===== config.mk =====
export PLATFORM = sky130hd
export DESIGN_NAME = uart_tx_fifo
export DESIGN_NICKNAME = d
export VERILOG_FILES = /design/src/rtl/uart_tx_fifo.sv
export SDC_FILE = /design/constraint.sdc
export NUM_CORES = 1
export LEC_CHECK = 0
export ABC_AREA = 1
export CAP_MARGIN = 5
export CORE_MARGIN = 1.5
export CORE_UTILIZATION = 40
export DETAILED_ROUTE_END_ITERATION = 6
export PLACE_DENSITY_LB_ADDON = 0.25
export REMOVE_ABC_BUFFERS = 1
export SLEW_MARGIN = 20
export SYNTH_ARGS = -nofsm -noshare
export SYNTH_HDL_FRONTEND = slang
export SYNTH_SLANG_ARGS = --single-unit

===== constraint.sdc =====
create_clock -name clk -period 2 [get_ports clk]
set_input_delay 0.4 -clock clk [delete_from_list [all_inputs] [get_ports clk]]
set_output_delay 0.4 -clock clk [all_outputs]
set_load 0.005 [all_outputs]

===== src/rtl/uart_tx_fifo.sv =====
// 8N1 UART transmitter with a small write queue in front of the shifter.
// Define UART_TX_FIFO_EN for a FIFO_DEPTH-entry FIFO; otherwise a single holding register.
module uart_tx_fifo #(
    parameter int unsigned CLK_DIV    = 8000,
    parameter int unsigned FIFO_DEPTH = 4
) (
    input  logic                          clk,
    input  logic                          reset,
    input  logic [7:0]                    wdata,
    input  logic                          wvalid,
    output logic                          wready,
    output logic                          tx,
    output logic                          busy,
    output logic [$clog2(FIFO_DEPTH):0]   fifo_count
);

    localparam int unsigned CW = $clog2(FIFO_DEPTH) + 1;
    localparam logic [15:0] BAUD_RELOAD = 16'(CLK_DIV - 1);

    typedef enum logic [1:0] {StIdle, StStart, StData, StStop} state_t;

    state_t      state_q, state_d;
    logic [15:0] baud_q, baud_d;
    logic [2:0]  idx_q, idx_d;
    logic [7:0]  shift_q, shift_d;
    logic        tx_q, tx_next;
    logic        busy_q;

    logic        push, pop, empty;
    logic [7:0]  head;

    assign push = wvalid && wready;

`ifdef UART_TX_FIFO_EN
    localparam int unsigned PW = $clog2(FIFO_DEPTH);

    logic [7:0]    mem_q [FIFO_DEPTH];
    logic [PW-1:0] rptr_q, wptr_q;
    logic [CW-1:0] count_q;

    assign head       = mem_q[rptr_q];
    assign empty      = (count_q == '0);
    assign wready     = (count_q != CW'(FIFO_DEPTH));
    assign fifo_count = count_q;

    always_ff @(posedge clk) begin
        if (push) begin
            mem_q[wptr_q] <= wdata;
        end
    end

    always_ff @(posedge clk) begin
        if (reset) begin
            rptr_q  <= '0;
            wptr_q  <= '0;
            count_q <= '0;
        end else begin
            if (push) wptr_q <= wptr_q + PW'(1);
            if (pop)  rptr_q <= rptr_q + PW'(1);
            if (push && !pop)      count_q <= count_q + CW'(1);
            else if (pop && !push) count_q <= count_q - CW'(1);
        end
    end
`else
    logic [7:0] hold_q;
    logic       hold_full_q;

    assign head       = hold_q;
    assign empty      = !hold_full_q;
    assign wready     = !hold_full_q;
    assign fifo_count = CW'(hold_full_q);

    // push needs an empty register and pop a full one, so they never coincide
    always_ff @(posedge clk) begin
        if (reset) begin
            hold_full_q <= 1'b0;
            hold_q      <= 8'h00;
        end else if (push) begin
            hold_full_q <= 1'b1;
            hold_q      <= wdata;
        end else if (pop) begin
            hold_full_q <= 1'b0;
        end
    end
`endif

    always_comb begin
        state_d = state_q;
        baud_d  = baud_q;
        idx_d   = idx_q;
        shift_d = shift_q;
        pop     = 1'b0;
        tx_next = 1'b1;

        unique case (state_q)
            StIdle: begin
                if (!empty) begin
                    pop     = 1'b1;
                    shift_d = head;
                    baud_d  = BAUD_RELOAD;
                    state_d = StStart;
                end
            end
            StStart: begin
                tx_next = 1'b0;
                if (baud_q == 16'd0) begin
                    baud_d  = BAUD_RELOAD;
                    idx_d   = 3'd0;
                    state_d = StData;
                end else begin
                    baud_d = baud_q - 16'd1;
                end
            end
            StData: begin
                tx_next = shift_q[0];
                if (baud_q == 16'd0) begin
                    baud_d  = BAUD_RELOAD;
                    shift_d = {1'b0, shift_q[7:1]};
                    idx_d   = idx_q + 3'd1;
                    if (idx_q == 3'd7) state_d = StStop;
                end else begin
                    baud_d = baud_q - 16'd1;
                end
            end
            StStop: begin
                if (baud_q == 16'd0) begin
                    if (!empty) begin
                        // next frame starts straight after the stop bit
                        pop     = 1'b1;
                        shift_d = head;
                        baud_d  = BAUD_RELOAD;
                        state_d = StStart;
                    end else begin
                        state_d = StIdle;
                    end
                end else begin
                    baud_d = baud_q - 16'd1;
                end
            end
            default: state_d = StIdle;
        endcase
    end

    // tx and busy are registered from the current state, so both lag it by one cycle
    always_ff @(posedge clk) begin
        if (reset) begin
            state_q <= StIdle;
            baud_q  <= 16'd0;
            idx_q   <= 3'd0;
            shift_q <= 8'h00;
            tx_q    <= 1'b1;
            busy_q  <= 1'b0;
        end else begin
            state_q <= state_d;
            baud_q  <= baud_d;
            idx_q   <= idx_d;
            shift_q <= shift_d;
            tx_q    <= tx_next;
            busy_q  <= (state_q != StIdle) || !empty;
        end
    end

    assign tx   = tx_q;
    assign busy = busy_q;

endmodule


=== Word-level counts from Yosys, hierarchy flattened ===
Cells that the tools add are included.

* Add/subtract/negate cells: 2
* Equality and inequality tests: 9
* Mux-type cells: 24
* Reduce and logical (&&, ||, !) cells: 13

{| class="wikitable"
|+ Operator list
! operator !! number
|-
| $mux 16 || 3
|-
| $pmux 16 s3 || 1
|-
| $mux 8 || 3
|-
| $pmux 8 s3 || 1
|-
| $logic_not 16->1 || 1
|-
| $sub 16x1->16 const B || 1
|-
| $mux 2 || 5
|-
| $ne 2x2->1 const B || 5
|-
| $pmux 2 s4 || 1
|-
| $mux 3 || 2
|-
| $pmux 3 s2 || 1
|-
| $reduce_and 3->1 || 2
|-
| $reduce_bool 2->1 || 3
|-
| $mux 1 || 5
|-
| $reduce_and 5->1 || 1
|-
| $eq 2x2->1 const B || 2
|-
| $pmux 1 s2 || 2
|-
| $add 3x1->3 const B || 1
|-
| $eq 3x3->1 const B || 1
|-
| $reduce_bool 3->1 || 1
|-
| $eq 2x1->1 const B || 1
|-
| $logic_not 2->1 || 1
|-
| $reduce_or 2->1 || 1
|-
| $logic_and 1x1->1 || 1
|-
| other kinds (2) || 2
|}

* Flip-flop bits (word level): 40
* Bits of input ports: 11
* Logic and storage cells: 56

=== Logic depth before layout (Yosys ltp) ===
* Depth in word-level cells: 5
* Mapped depth: 11
* Gate-level depth less buffers: 11

=== Worst setup path before layout ===
OpenSTA, ideal clock, no wires.

* Path type: register to register
* From: reg state_q[0]
* To: reg idx_q[1]
* Setup time: 0.070 ns
* Data arrival time: 1.420 ns
* Required time: 1.930 ns
* Path slack: 0.510 ns
* Stages on the path, launching flop included: 8
* Period minus slack after synthesis: 1.490 ns
* Cell sequence: dfxtp_1 inv_1 ha_1 clkbuf_1 or2_2 nand2_1 nand2_1 a21oi_1

* Word-level cells in the longest chain between the ends: 3
* Elaborated cells on any way between the ends: 7
* Those cells by class: eq/ne (4); mux (1); reduce/logical (2)

{| class="wikitable"
|+ Ends and longest elaborated chain
! what !! line !! source
|-
| from (decl) || 22 || <nowiki>state_t state_q, state_d;</nowiki>
|-
| from (signal assigned) || 147 || <nowiki>state_q <= StIdle;</nowiki>
|-
| from (signal assigned) || 154 || <nowiki>state_q <= state_d;</nowiki>
|-
| $eq 2x1->1 / $eq 2x2->1 (equally long branches) || 95 || <nowiki>unique case (state_q)</nowiki>
|-
| $ne 2x2->1 (no line) / $reduce_bool 2->1 (equally long branches) || - ||
|-
| $reduce_and 3->1 (no line) || - ||
|-
| to (signal assigned) || 156 || <nowiki>idx_q <= idx_d;</nowiki>
|-
| to (decl) || 24 || <nowiki>logic [2:0] idx_q, idx_d;</nowiki>
|}

Several ways; a longest one is shown, not always the timed one.
A chain may end at the register's enable or synchronous reset.

=== Final worst setup path ===
* From: reg hold_full_q
* To: out wready

* Word-level cells in the longest chain between the ends: 1

{| class="wikitable"
|+ Ends and longest elaborated chain
! what !! line !! source
|-
| from (decl) || 66 || <nowiki>logic hold_full_q;</nowiki>
|-
| from (signal assigned) || 76 || <nowiki>hold_full_q <= 1'b0;</nowiki>
|-
| from (signal assigned) || 79 || <nowiki>hold_full_q <= 1'b1;</nowiki>
|-
| from (signal assigned) || 82 || <nowiki>hold_full_q <= 1'b0;</nowiki>
|-
| $logic_not 1->1 || 70 || <nowiki>assign wready = !hold_full_q;</nowiki>
|-
| to (decl) || 11 || <nowiki>output logic wready,</nowiki>
|}

No other way between the ends.

==> results_dict.tcl <==
set metrics [dict create \
    hold_path_origin "idx_q[1]" \
    insertion_delay_ps 290 \
    synth_top_cells_by_area "dfxtp_1 (35%), nand2_1 (16%), nor2_1 (10%)" \
    stdcell_count 431 \
    first_pass_iters 5 \
    synthesis.area_per_instance_um2 6.56 \
    synth.ff_latch_count 40 \
    gp_congestion 0.833 \
    wl_met1_mm 2.39 \
    timing_hold_violations_final 0 \
    grt-ovfl-total 0 \
    drv.max_cap_violation_count 0 \
    finalCriticalPeriod_ps 1920 \
    power_frac_comb_pct 56.8 \
    placed_cell_area_um2 2460 \
    tns_ps 0 \
    critical_path_required_ps 1600 \
    setup.worst_path.start "hold_full_q" \
    number_of_global_route_vias_before_repair 2020 \
    drt.antenna.violating_nets 0 \
    die_area_um2 6150 \
    drv_slew 0 \
    post-synth-top-area-fraction_pct 35.2 \
    share_seq_of_total_power_pct 27.0 \
    layout_commonest_cell "nand2_1" \
    crit_type "flop to primary output" \
    most-common-layout-cells "nand2_1 (96), nor2_1 (63), dfxtp_1 (40), inv_1 (27), nand3_1 (26)" \
    final_net_count 378 \
    drt_wl_total_mm 4.89 \
    tritoncts "yes" \
    worst-endpoint-arrival_ps 1520 \
    worst_r2r_startpoint "state_q[0]" \
    path_delay_family "buffers and inverters" \
    critical_path.max_stage_delay_ps 570 \
    yosys_warnings 0 \
    cts_hold_buffers 0 \
    cpMaxStageDelayCell "clkdlybuf4s50_1" \
    fraction_of_layout_cells_with_a_size_suffix_above_1_pct 9.19 \
    critPathMaxFanout 11 \
    topRoutingLayerUsed "met4" \
    switching_share_pct 47.5 \
    maxSlewHeadroom_pct 42.1 \
    placed_cells_incl_taps 423 \
    worstMarginPinSlew_ps 868 \
    placeableCoreArea_um2 5510 \
    internal_power_mw 2.30 \
    startpoint_class_of_the_critical_path "flop" \
    grt_max_degree 30 \
    route.vias.total 2099 \
    port_buffers 14 \
    cts-resized-gates 0 \
    cts-buffers-inserted 5 \
    rsz0062_at_grt "false" \
    antenna_cells_inserted 0 \
    skew_final_ps 5.48 \
    worstHoldPathType "flop to flop" \
    antenna_found_initial 0 \
    chipWidth_um 78.4 \
    cellPowerDensity_nw_per_um2 1690 \
    total_switching_power_mw 2.08 \
    remaining_drc_errors 0 \
    grt_first_pass_wirelength_mm 8.87 \
    floorplan.io_pins 17 \
    r2r-end "baud_q[11]" \
    final_design_area_no_fill_um2 2590 \
    area_overhead_vs_synth_pct 13.9 \
    p_clk_share_pct 16.2 \
    syn_inst 347 \
    finalSetupViolations 0 \
    clock-root-buffer "clkbuf_8" \
    chipHeight_um 78.4 \
    cts.clk_slew.worst_paths_ps 80 \
    postCtsSetupRepairBufs 0 \
    initial_utilization_pct 41.3 \
    wl_per_cell_um 11.3 \
    num_rows 27 \
    worst_hold_path.num_cells 2 \
    deepest_level_of_the_cts_h_tree 2 \
    finalCritPeriodShare_pct 95.8 \
    dr.first_iter.drc_count 98 \
    synth_top_cell_by_area "dfxtp_1" \
    drt-vias-per-instance 4.87 \
    critPathBufInv 2 \
    post_synth_instance_area_um2 2280 \
    outcome "finished, final reports clean" \
    cts_sink_count 40 \
    wl_met3_um 196 \
    routed-wl-met2_mm 2.25 \
    holdPathEnd "idx_q[1]" \
    place_hpwl_mm 3.49 \
    gr-usage-all-layers_pct 18.1 \
    achievable-frequency_ghz 0.522 \
    crit_chain "inv_1 > clkdlybuf4s50_1" \
    synth_sequential_area_ratio_pct 35.2 \
    reg2reg_depth 8 \
    post_synth_num_cell_types 26 \
    reg2reg_setup_slack_ps 280 \
    total_leakage_power_nw 1.24 \
    critPathCaptureType "primary output" \
    worst_ir_drop_vdd_v 0.000454 \
    cts_buffer_depth 2 \
]
[worst max-delay path by stage]
stage | end | slack [ps] | cells past startpoint
floorplan | shift_q[7] | 340 | 9
global placement | head[3] | 110 | 4
detailed placement | shift_q[2] | 110 | 4
CTS | wready | 70 | 2
global route | wready | 10 | 2
finish | wready | 80 | 2
[sequential cells by signal (all words and copies together) (netlist names)]
signal	count
idx_q	3
shift_q	8
hold_full_q	1
head	8
baud_q	16
state_q	2
busy	1
tx	1
[tightest hold or removal path, cell delays in order, from the launching register on]
cell	delay (ps)
dfxtp_1	320
nand2_1	60
a21oi_1	50
[metrics by stage]
step / hold WS, ps / utilization, % / setup WS, ps / power, mW
finish: 467 / 47.1 / 84.7 / 4.38
floorplan: 423 / - / 341 / 3.08
global route: 493 / 47.1 / 11.0 / 4.87
CTS: 472 / 46.9 / 74.0 / 4.39
detailed placement: 454 / 44.7 / 114 / 3.66
global placement: 446 / 44.7 / 111 / 3.62
[metal layers]
metal	vias up	global-route usage, %
li1	1113	-
met5	-	0
met1	939	23.5
met3	5	3.60
met4	0	5.71
met2	42	30.0
[logic make-up (layout without fill, tap and decap cells)]
kind of cell	after synthesis	after routing	synth area share (%)
AOI/OAI and AO/OA	43	43	10.2
and+or+nand+nor	206	206	39.4
DFF	40	40	35.2
adders and majority gates	9	9	4.95
xor gates and xnor gates	4	4	1.54
other	1	2	0.165
buffers and inverters	44	55	8.52
[cell type report]
cell class / count / area, um^2
Fill cell: 581 / 2920
Multi-Input combinational cell: 264 / 1290
Sequential cell: 40 / 801
Timing Repair Buffer: 18 / 170
Inverter: 29 / 114
Tap cell: 72 / 90.1
Clock buffer: 6 / 82.6
Clock inverter: 2 / 38.8
[Yosys cell counts]
cell	instances
clkinv_4	1
inv_1	27
o21ai_0	15
o21ai_2	3
xor2_1	4
nand2_4	2
conb_1	1
clkbuf_1	6
nand3_1	26
nand2_1	96
inv_2	1
dfxtp_1	40
nor2_4	4
buf_2	4
nand3b_1	1
ha_1	9
o211a_1	1
a21oi_1	23
nor2_1	63
nor2_2	3
o22ai_1	1
nand2_2	1
nand3_2	2
or2_2	3
buf_4	5
nand4_1	5
[power groups by stage]
stage                     Clock (mW)  Combinational, mW  Sequential, mW
after floorplan                    0               1.92            1.17
after global placement             0               2.42            1.19
after detailed placement           0               2.46            1.20
after CTS                      0.731               2.47            1.19
after global routing           0.758               2.90            1.21
final                          0.711               2.49            1.18
Power figures use the tool's default switching activity.
